<file path="src/rtl/cpu_ctrl_pkg.sv">
// Shared types and opcode constants for the CPU instruction-sequencing control path.
package cpu_ctrl_pkg;

    typedef enum logic [2:0] {
        IDLE     = 3'd0,
        FETCH_OP = 3'd1,
        FETCH_A  = 3'd2,
        FETCH_B  = 3'd3,
        EXEC     = 3'd4,
        WAIT     = 3'd5,
        HALT     = 3'd6,
        PAUSE    = 3'd7
    } state_t;

    typedef logic [1:0] opnd_cnt_t;

    localparam opnd_cnt_t CNT_0 = 2'd0;
    localparam opnd_cnt_t CNT_1 = 2'd1;
    localparam opnd_cnt_t CNT_2 = 2'd2;

    localparam logic [4:0] OPC_HLT      = 5'b11111;
    localparam logic [4:0] OPC_2OP_LO   = 5'b00100;
    localparam logic [4:0] OPC_2OP_HI   = 5'b01100;
    localparam logic [4:0] OPC_1OP_LO   = 5'b01101;
    localparam logic [4:0] OPC_1OP_HI   = 5'b10011;
    localparam logic [4:0] OPC_1OP_EXCL = 5'b01110;

endpackage

</file>
<file path="src/rtl/opnd_count_decode.sv">
// Combinational opcode class decode: number of operand bytes and the HLT flag.
// Also used by the operand register block to qualify its loads.
module opnd_count_decode
    import cpu_ctrl_pkg::*;
#(
    parameter int OPC_W = 5
) (
    input  logic [OPC_W-1:0] opcode,
    output opnd_cnt_t        count,
    output logic             is_hlt
);

    always_comb begin
        count = CNT_0;
        if (opcode >= OPC_W'(OPC_2OP_LO) && opcode <= OPC_W'(OPC_2OP_HI)) begin
            count = CNT_2;
        end else if (opcode >= OPC_W'(OPC_1OP_LO) && opcode <= OPC_W'(OPC_1OP_HI) &&
                     opcode != OPC_W'(OPC_1OP_EXCL)) begin
            count = CNT_1;
        end
    end

    assign is_hlt = (opcode == OPC_W'(OPC_HLT));

endmodule

</file>
<file path="src/rtl/operand_fetch_ctrl.sv">
// Instruction sequencer: fetches opcode and operand bytes, strobes operand loads and execute,
// and maintains the PC. Defining SINGLE_STEP_EN adds a step input and a PAUSE state.
module operand_fetch_ctrl
    import cpu_ctrl_pkg::*;
#(
    parameter int ADDR_W = 8,
    parameter int DATA_W = 8,
    parameter int OPC_W  = 5
) (
    input  logic              clk,
    input  logic              rstn,
    input  logic              start,
    output logic              mem_rd,
    output logic [ADDR_W-1:0] mem_addr,
    input  logic              mem_ack,
    input  logic [DATA_W-1:0] mem_data,
    output logic [OPC_W-1:0]  opcode,
    output logic [DATA_W-1:0] opnd_data,
    output logic              opnd_load,
    output logic              exec_start,
    input  logic              exec_done,
    input  logic              branch_taken,
    input  logic [ADDR_W-1:0] branch_target,
    output logic [ADDR_W-1:0] pc,
    output logic              busy,
    output logic              halted
`ifdef SINGLE_STEP_EN
    ,
    input  logic              step
`endif
);

    state_t           state;
    state_t           state_next;
    logic             byte_ack;
    logic [OPC_W-1:0] dec_opcode;
    opnd_cnt_t        dec_count;
    logic             dec_hlt;

    // While the opcode byte is arriving the register is stale, so decode the bus directly.
    assign dec_opcode = (state == FETCH_OP) ? mem_data[OPC_W-1:0] : opcode;

    opnd_count_decode #(
        .OPC_W (OPC_W)
    ) u_decode (
        .opcode (dec_opcode),
        .count  (dec_count),
        .is_hlt (dec_hlt)
    );

    always_ff @(posedge clk or negedge rstn) begin
        if (!rstn) begin
            state <= IDLE;
        end else begin
            state <= state_next;
        end
    end

    always_comb begin
        state_next = state;
        mem_rd     = 1'b0;
        exec_start = 1'b0;
        case (state)
            IDLE: begin
                if (start) state_next = FETCH_OP;
            end
            FETCH_OP: begin
                mem_rd = 1'b1;
                if (mem_ack) begin
                    if (dec_hlt)                state_next = HALT;
                    else if (dec_count == CNT_0) state_next = EXEC;
                    else                        state_next = FETCH_A;
                end
            end
            FETCH_A: begin
                mem_rd = 1'b1;
                if (mem_ack) state_next = (dec_count == CNT_2) ? FETCH_B : EXEC;
            end
            FETCH_B: begin
                mem_rd = 1'b1;
                if (mem_ack) state_next = EXEC;
            end
            EXEC: begin
                // Hold off one cycle if the final operand strobe is still on the bus.
                if (!opnd_load) begin
                    exec_start = 1'b1;
                    state_next = WAIT;
                end
            end
            WAIT: begin
`ifdef SINGLE_STEP_EN
                if (exec_done) state_next = PAUSE;
`else
                if (exec_done) state_next = FETCH_OP;
`endif
            end
            HALT: begin
                state_next = HALT;
            end
`ifdef SINGLE_STEP_EN
            PAUSE: begin
                if (step) state_next = FETCH_OP;
            end
`endif
            default: begin
                state_next = IDLE;
            end
        endcase
    end

    assign byte_ack = mem_rd && mem_ack;

    always_ff @(posedge clk or negedge rstn) begin
        if (!rstn) begin
            pc        <= '0;
            opcode    <= '0;
            opnd_data <= '0;
            opnd_load <= 1'b0;
        end else begin
            opnd_load <= byte_ack && (state == FETCH_A || state == FETCH_B);
            if (byte_ack) begin
                pc <= pc + ADDR_W'(1);
                if (state == FETCH_OP) begin
                    opcode <= mem_data[OPC_W-1:0];
                end else begin
                    opnd_data <= mem_data;
                end
            end else if (state == WAIT && exec_done && branch_taken) begin
                pc <= branch_target;
            end
        end
    end

    assign mem_addr = pc;
    assign busy     = !(state == IDLE || state == HALT || state == PAUSE);
    assign halted   = (state == HALT);

endmodule
</file>
<file path="config.mk">
export PLATFORM = sky130hd
export DESIGN_NAME = operand_fetch_ctrl
export DESIGN_NICKNAME = d
export VERILOG_FILES = /design/src/rtl/cpu_ctrl_pkg.sv /design/src/rtl/opnd_count_decode.sv /design/src/rtl/operand_fetch_ctrl.sv
export SDC_FILE = /design/constraint.sdc
export NUM_CORES = 1
export LEC_CHECK = 0
export CAP_MARGIN = 5
export CORE_MARGIN = 2
export CORE_UTILIZATION = 40
export CTS_CLUSTER_SIZE = 25
export DETAILED_ROUTE_END_ITERATION = 7
export MAX_ROUTING_LAYER = met4
export PLACE_DENSITY_LB_ADDON = 0.1
export SLEW_MARGIN = 20
export SYNTH_ARGS = -nofsm -noshare
export SYNTH_HDL_FRONTEND = slang
export SYNTH_SLANG_ARGS = --single-unit
</file>
<file path="constraint.sdc">
create_clock -name clk -period 2.25 [get_ports clk]
set_clock_uncertainty 0.2 [all_clocks]
set_input_delay 0.675 -clock clk [delete_from_list [all_inputs] [get_ports clk]]
set_output_delay 0.675 -clock clk [all_outputs]
set_load 0.05 [all_outputs]
</file>
==> results_tabular.tex, run 1 <==
\begin{tabular}{lr}
\hline
Metric & Value \\
\hline
\multicolumn{2}{l}{\textbf{Status}} \\
\quad Result of the run & complete, no violations \\
\multicolumn{2}{l}{\textbf{Clock tree}} \\
\quad Total clock sinks & 25 \\
\quad Worst-Skew Late Latency & 310 ps \\
\quad Clock transition time at the flip-flop clock pins of the worst setup and hold paths & 140 ps \\
\quad CTS root buffer & clkbuf\_4 \\
\quad H-tree levels & 1 \\
\quad Number of CTS-inserted buffers & 3 \\
\quad Bufs on Longest Clock Path & 2 \\
\quad CTS tree & built \\
\multicolumn{2}{l}{\textbf{Synth}} \\
\quad Syn\_nets & 152 \\
\quad Yosys warning total & 0 \\
\quad Area fraction of the dominant cell type after synthesis & 45.2\% \\
\quad Count of different cell masters after synthesis & 42 \\
\quad Synthesized area per cell & 10.7 µm² \\
\quad Sequential share of the synthesized area & 45.2\% \\
\quad Cell count after synthesis & 129 \\
\quad Netlist area before placement & 0.00139 mm² \\
\quad Biggest area contributors in the synthesized netlist & dfrtp\_1, mux2\_2, buf\_4, a21oi\_2, a21oi\_1 \\
\quad Register bit count reported by yosys & 25 \\
\quad Most area-hungry cell type in the Yosys netlist & dfrtp\_1 \\
\multicolumn{2}{l}{\textbf{Flow run}} \\
\quad Max-cap violation count & 0 \\
\multicolumn{2}{l}{\textbf{STA}} \\
\quad Unrepaired setup endpoints after global routing & yes \\
\quad Transition time at the pin with the least slew margin & 347 ps \\
\quad Peak clock frequency supported by timing & 444 MHz \\
\quad Final critical delay including setup and external delays & 2250 ps \\
\quad Setup violation total in the final timing report & 0 \\
\quad Relative slew slack & 76.9\% \\
\quad Number of pins with negative max-slew slack in the final report & 0 \\
\quad Final period util & 100\% \\
\quad Final Hold Violating Endpoints & 0 \\
\multicolumn{2}{l}{\textbf{Floorplan}} \\
\quad I/O pins & 56 \\
\quad Std-Cell Core Area & 0.00334 mm² \\
\quad \# rows & 21 \\
\quad Vert. Die Dim & 62.8 µm \\
\quad Die Outline Area & 0.00395 mm² \\
\quad Width of the die & 62.8 µm \\
\quad Initial core utilization & 41.5\% \\
\multicolumn{2}{l}{\textbf{GRT}} \\
\quad Pin count of the biggest net entering global routing & 26 \\
\quad Vias in the first global route & 1154 \\
\quad Grt ovf & 0 \\
\quad Initial antenna violation count & 0 \\
\quad Global-route wire length before repair & 5550 µm \\
\quad Global Route Usage Sum & 17.6\% \\
\multicolumn{2}{l}{\textbf{Worst setup path}} \\
\quad Endpoint kind of the worst setup timing path & output port \\
\quad Max FO, Critical Path & 5 \\
\quad Depth of the most critical reg-to-reg path & 4 \\
\quad Data arrival time of the critical path & 1370 ps \\
\quad Critical Path RT & 1370 ps \\
\quad Type of the worst setup path & register to output port \\
\quad Startpoint types & register \\
\multicolumn{2}{l}{\textbf{Route}} \\
\quad DRC violation total after the first TritonRoute iteration & 67 \\
\quad 1st-pass router iterations & 4 \\
\quad Vias per std cell & 5.14 \\
\quad Drt wl/cell & 13.9 µm \\
\quad Post-DRT Antenna Nets & 0 \\
\quad Routed via count & 1214 \\
\quad Residual DRC count & 0 \\
\quad Final routed wirelength across all metal layers & 3270 µm \\
\multicolumn{2}{l}{\textbf{Finish}} \\
\quad Antenna cell count & 0 \\
\quad Finished Layout Cells & 236 \\
\quad Number of fillers in the final layout & 285 \\
\quad Fraction of final layout cells sized beyond drive strength 1 & 46.3\% \\
\quad Layout Nets & 214 \\
\quad Area Growth Syn to Fin & 54.2\% \\
\multicolumn{2}{l}{\textbf{Placement}} \\
\quad Placed Cells incl. Taps & 224 \\
\quad Port-buffer cells & 55 \\
\quad Sum of net half-perimeters after detailed placement & 2440 µm \\
\quad GPL Wtd Cong & 0.808 \\
\multicolumn{2}{l}{\textbf{Worst hold path}} \\
\quad Hold Path Depth & 1 \\
\quad Path type of the worst min-delay path & register to register \\
\hline
\end{tabular}
-- metal layers --
layer  up-vias  GRT usage [%]  wire length [µm]
li1        587              -                 -
met1       579           23.7              1480
met2        46           27.7              1540
met3         2           4.14               238
met4         0           2.50                15
met5         -              -                 0
-- cell usage after synthesis, drive strengths merged --
library cell  instances
dfrtp                25
mux2                 13
buf                  11
a21oi                10
nand2                10
inv                   7
nand3                 5
o21ai                 5
nor2                  4
and3                  3
o221a                 3
or3                   3
clkbuf                2
nor2b                 2
nor3                  2
o211ai                2
o21bai                2
o22ai                 2
a21o                  1
a221o                 1
a22oi                 1
a311oi                1
a31o                  1
a31oi                 1
a32oi                 1
and2                  1
and4b                 1
ha                    1
mux2i                 1
nand4                 1
nand4b                1
nor4b                 1
nor4bb                1
o32ai                 1
or2                   1
xor2                  1
-- final cells by class --
type,count,area [µm²],share of cell area [%]
inverters,7,26.3,1.23
multi-input cells,84,681,31.9
well taps,46,57.6,2.69
flip-flops and latches,25,629,29.5
repair buffers,70,716,33.5
clock buffers,4,26.3,1.23
-- layout by cell type (no fill, tap or decap), types with 2 or more instances in the layout --
| master | Yosys | routed |
|---|---|---|
| a21oi_1 | 6 | 5 |
| a21oi_2 | 4 | 5 |
| and3_1 | 3 | 2 |
| buf_12 | 0 | 9 |
| buf_4 | 9 | 37 |
| buf_6 | 1 | 2 |
| clkbuf_4 | 0 | 3 |
| clkdlybuf4s50_1 | 0 | 21 |
| dfrtp_1 | 25 | 22 |
| dfrtp_2 | 0 | 3 |
| inv_1 | 7 | 7 |
| mux2_2 | 13 | 13 |
| nand2_1 | 7 | 7 |
| nand2_2 | 3 | 3 |
| nand3_1 | 5 | 5 |
| nor2_1 | 4 | 3 |
| nor2b_4 | 1 | 2 |
| nor3_1 | 2 | 2 |
| o211ai_1 | 2 | 2 |
| o21ai_0 | 5 | 5 |
| o21bai_1 | 2 | 2 |
| o221a_2 | 2 | 2 |
| o22ai_1 | 2 | 2 |
| or3_1 | 3 | 3 |
-- logic make-up (layout without fill, tap and decap cells) --
logic type	count (synthesis)	after routing	synth area share, %
xor+xnor	1	1	0.632
mux	14	14	11.3
simple gates	36	36	15.7
compound gates	32	32	17.8
flops	25	25	45.2
fa+ha+maj	1	1	0.903
buf+inv	20	81	8.49
-- final timing paths --
check                             startpoint      endpoint  slack (ps)
worst max-delay path                state[0]        mem_rd        0.07
worst min-delay path            opnd_data[5]  opnd_data[5]         330
worst max register to register      state[2]     opcode[2]         420
worst min register to register  opnd_data[5]  opnd_data[5]         330
max in group asynchronous               rstn      state[1]        1060
min in group asynchronous               rstn     opnd_load         510
-- state kept, by name, summed over array words and instances, names as in the netlist --
name,count
state,3
mem_addr,8
opnd_data,8
opcode,5
opnd_load,1
-- through the flow --
| step | instance area (µm²) | setup slack (ps) | setup TNS (ps) | hold slack [ps] | util [%] |
|---|---|---|---|---|---|
| after floorplan | 1400 | 10.3 | 0 | 179 | - |
| after global placement | 2010 | -74.0 | -726 | 293 | 60.3 |
| after detailed placement | 2010 | -106 | -1080 | 300 | 60.3 |
| after CTS | 2090 | -21.1 | -21.1 | 333 | 62.7 |
| after global routing | 2140 | -49.7 | -134 | 358 | 64.0 |
| final | 2140 | 0.0689 | 0 | 328 | 64.0 |
-- worst max-delay path, cell delays in order, from the launching register on --
cell and delay, ps:
dfrtp_2 480, or2_4 290, nor2b_4 140, clkbuf_16 160
-- repair_timing --
action                     CTS  global route
pin swaps                    2             2
hold buffers                 0             0
setup endpoints to repair    4             4
gates resized for setup      4             7
buffers inserted             6             2
Power of run 1 is not shown: default switching activity piles up to over one toggle a cycle in this logic, so the estimate is an artifact.
==> run 2: changes to the inputs <==
--- a/config.mk
+++ b/config.mk
@@ -5,9 +5,9 @@
 export SDC_FILE = /design/constraint.sdc
 export NUM_CORES = 1
 export LEC_CHECK = 0
-export CAP_MARGIN = 5
+export CAP_MARGIN = 20
 export CORE_MARGIN = 2
-export CORE_UTILIZATION = 40
+export CORE_UTILIZATION = 43
 export CTS_CLUSTER_SIZE = 25
 export DETAILED_ROUTE_END_ITERATION = 7
 export MAX_ROUTING_LAYER = met4
==> run 2 against run 1 <==
The flow now finishes with violations (setup timing). Sequential share of layout area rose by 0.46 points. Critical path depth unchanged. First-iteration DRC count down 31%. Utilization rose by 4.9 points. Via count shrank 1.9%. Hold slack worse by 4.2 ps. Sequential cell count unchanged. Global-route usage up 1.4 points. Design area shrank 1.5%. Highest routed layer unchanged. Non-clock buffer count is 4 lower. Largest cell class unchanged. Register-to-register slack better by 40 ps. Wire length fell by 3.6%.
==> results_tabular.tex, run 2 (same netlist as run 1, synthesis figures left out) <==
\begin{tabular}{lr}
\hline
Metric & Value \\
\hline
\multicolumn{2}{l}{\textbf{Status}} \\
\quad Result of the run & finished, violations left \\
\quad Violated checks & setup timing \\
\multicolumn{2}{l}{\textbf{Placement}} \\
\quad GPL Wtd Cong & 0.797 (-1.3\%) \\
\quad Port-buffer cells & 55 (unchanged) \\
\quad Worst setup slack before clock tree synthesis & -74.6 ps (+31.3 ps) \\
\quad Sum of net half-perimeters after detailed placement & 2420 µm (-0.73\%) \\
\multicolumn{2}{l}{\textbf{Worst setup path}} \\
\quad Type of the worst setup path & register to output port \\
\quad Endpoint kind of the worst setup timing path & output port \\
\quad Startpoint types & register \\
\quad Max FO, Critical Path & 4 (-1) \\
\quad Critical Path RT & 1370 ps (about the same) \\
\quad Data arrival time of the critical path & 1380 ps (about the same) \\
\quad Capture point of the worst reg-to-reg path & mem\_addr[7] \\
\quad Critical R2R Launch & mem\_addr[2] \\
\quad Depth of the most critical reg-to-reg path & 4 (unchanged) \\
\quad Worst setup slack for register-to-register paths & 460 ps (+40 ps) \\
\multicolumn{2}{l}{\textbf{STA}} \\
\quad Hold slack & 323 ps (-4.19 ps) \\
\quad Setup violation total in the final timing report & 1 (+1) \\
\quad Peak clock frequency supported by timing & 443 MHz (-0.22\%) \\
\quad Unrepaired setup endpoints after global routing & yes \\
\quad Setup slack after layout & -4.84 ps (-4.91 ps) \\
\quad Number of pins with negative max-slew slack in the final report & 0 (unchanged) \\
\quad Final Hold Violating Endpoints & 0 (unchanged) \\
\quad Final critical delay including setup and external delays & 2250 ps (+4.91 ps) \\
\quad Transition time at the pin with the least slew margin & 383 ps (+36.7 ps) \\
\quad Relative slew slack & 74.5\% (-2.4 points) \\
\quad Final period util & 100\% (+0.22 points) \\
\multicolumn{2}{l}{\textbf{Floorplan}} \\
\quad Width of the die & 60.8 µm (-3.3\%) \\
\quad \# rows & 20 (-4.8\%) \\
\quad Vert. Die Dim & 60.8 µm (-3.3\%) \\
\quad Initial core utilization & 45.4\% (+3.9 points) \\
\quad Die Outline Area & 0.00369 mm² (-6.5\%) \\
\quad Std-Cell Core Area & 0.00305 mm² (-8.5\%) \\
\quad I/O pins & 56 (unchanged) \\
\multicolumn{2}{l}{\textbf{Route}} \\
\quad Final routed wirelength across all metal layers & 3150 µm (-3.6\%) \\
\quad 1st-pass router iterations & 4 (unchanged) \\
\quad DRC violation total after the first TritonRoute iteration & 46 (-31\%) \\
\quad Residual DRC count & 0 (unchanged) \\
\quad Drt wl/cell & 13.7 µm (-1.1\%) \\
\quad Post-DRT Antenna Nets & 0 (unchanged) \\
\quad Routed via count & 1191 (-1.9\%) \\
\quad Vias per std cell & 5.18 (+0.66\%) \\
\multicolumn{2}{l}{\textbf{Worst hold path}} \\
\quad Hold Path Depth & 1 (unchanged) \\
\quad Worst hold path endpoint & opnd\_data[1] \\
\quad Path type of the worst min-delay path & register to register \\
\quad Worst Min Path Start & opnd\_data[1] \\
\multicolumn{2}{l}{\textbf{Finish}} \\
\quad Leading cell types in the layout, fill and taps excluded & buf\_4, dfrtp\_1, clkdlybuf4s50\_1 \\
\quad Area Growth Syn to Fin & 51.9\% \\
\quad Fraction of final layout cells sized beyond drive strength 1 & 45.7\% (-0.62 points) \\
\quad Leading cell type in the layout, fill and taps excluded & buf\_4 \\
\quad Antenna cell count & 0 (unchanged) \\
\quad Layout Nets & 210 (-1.9\%) \\
\multicolumn{2}{l}{\textbf{GRT}} \\
\quad Pin count of the biggest net entering global routing & 26 (unchanged) \\
\quad Initial antenna violation count & 0 (unchanged) \\
\quad Grt ovf & 0 (unchanged) \\
\quad Vias in the first global route & 1149 (-0.43\%) \\
\quad Global-route wire length before repair & 5110 µm (-8.1\%) \\
\quad Global Route Usage Sum & 19.0\% (+1.4 points) \\
\multicolumn{2}{l}{\textbf{Clock tree}} \\
\quad CTS tree & built \\
\quad Hold buffers post-CTS & 0 (unchanged) \\
\quad CTS root buffer & clkbuf\_4 \\
\quad H-tree levels & 1 (unchanged) \\
\quad Worst-Skew Late Latency & 320 ps (about the same) \\
\quad Clock transition time at the flip-flop clock pins of the worst setup and hold paths & 140 ps (about the same) \\
\quad Number of CTS-inserted buffers & 3 (unchanged) \\
\quad Bufs on Longest Clock Path & 2 (unchanged) \\
\quad Total clock sinks & 25 (unchanged) \\
\multicolumn{2}{l}{\textbf{Flow run}} \\
\quad Max-cap violation count & 0 (unchanged) \\
\hline
\end{tabular}
-- run 2: cell types whose count changed in the layout (fill, tap and decap cells not counted), sizes merged --
cell and change:
clkbuf -1, buf -3
-- run 2: worst max-delay path: stages, from the launching register on --
cell,delay (ps)
dfrtp_2,460
buf_12,140
nor4b_4,290
buf_12,180
-- run 2: cell type report --
type | count | area [µm²]
sequential | 25 | 629
tap | 44 | 55.1
inverter | 7 | 26.3
timing repair buffer | 66 | 686
fill | 254 | 950
clock buffer | 4 | 26.3
multi-input combinational | 84 | 681
-- run 2: stage by stage --
step                util [%]  cell area, µm²  instances  setup TNS (ps)
global route            68.9            2100        230            -129
floorplan                  -            1400        129               0
CTS                     68.2            2080        229           -17.8
detailed placement      66.1            2020        223            -813
global placement        66.1            2020        223            -514
finish                  68.9            2100        230           -4.84
-- run 2: routing by layer --
layer | track usage, % | part of all wire, % | wire length, µm
met2 | 30.9 | 49 | 1550
met5 | - | 0 | 0
met3 | 1.92 | 4.2 | 133
met4 | 5.59 | 0.92 | 29
met1 | 25.2 | 46 | 1440
-- run 2: worst max-delay path by stage --
stage / from / cells after the start / end
after floorplan: state[0] / 2 / mem_rd
after global routing: state[1] / 3 / exec_start
after detailed placement: mem_ack / 5 / mem_addr[4]
after global placement: mem_ack / 4 / opcode[2]
final: state[1] / 3 / exec_start
after CTS: state[1] / 3 / exec_start
-- run 2: repair_timing --
item / 4_1_cts / 5_1_grt
pin swaps: 1 / 1
setup buffers: 2 / 1
endpoints found under the setup margin: 3 / 4
gates resized for setup: 5 / 4
Power of run 2 is left out for the same reason.
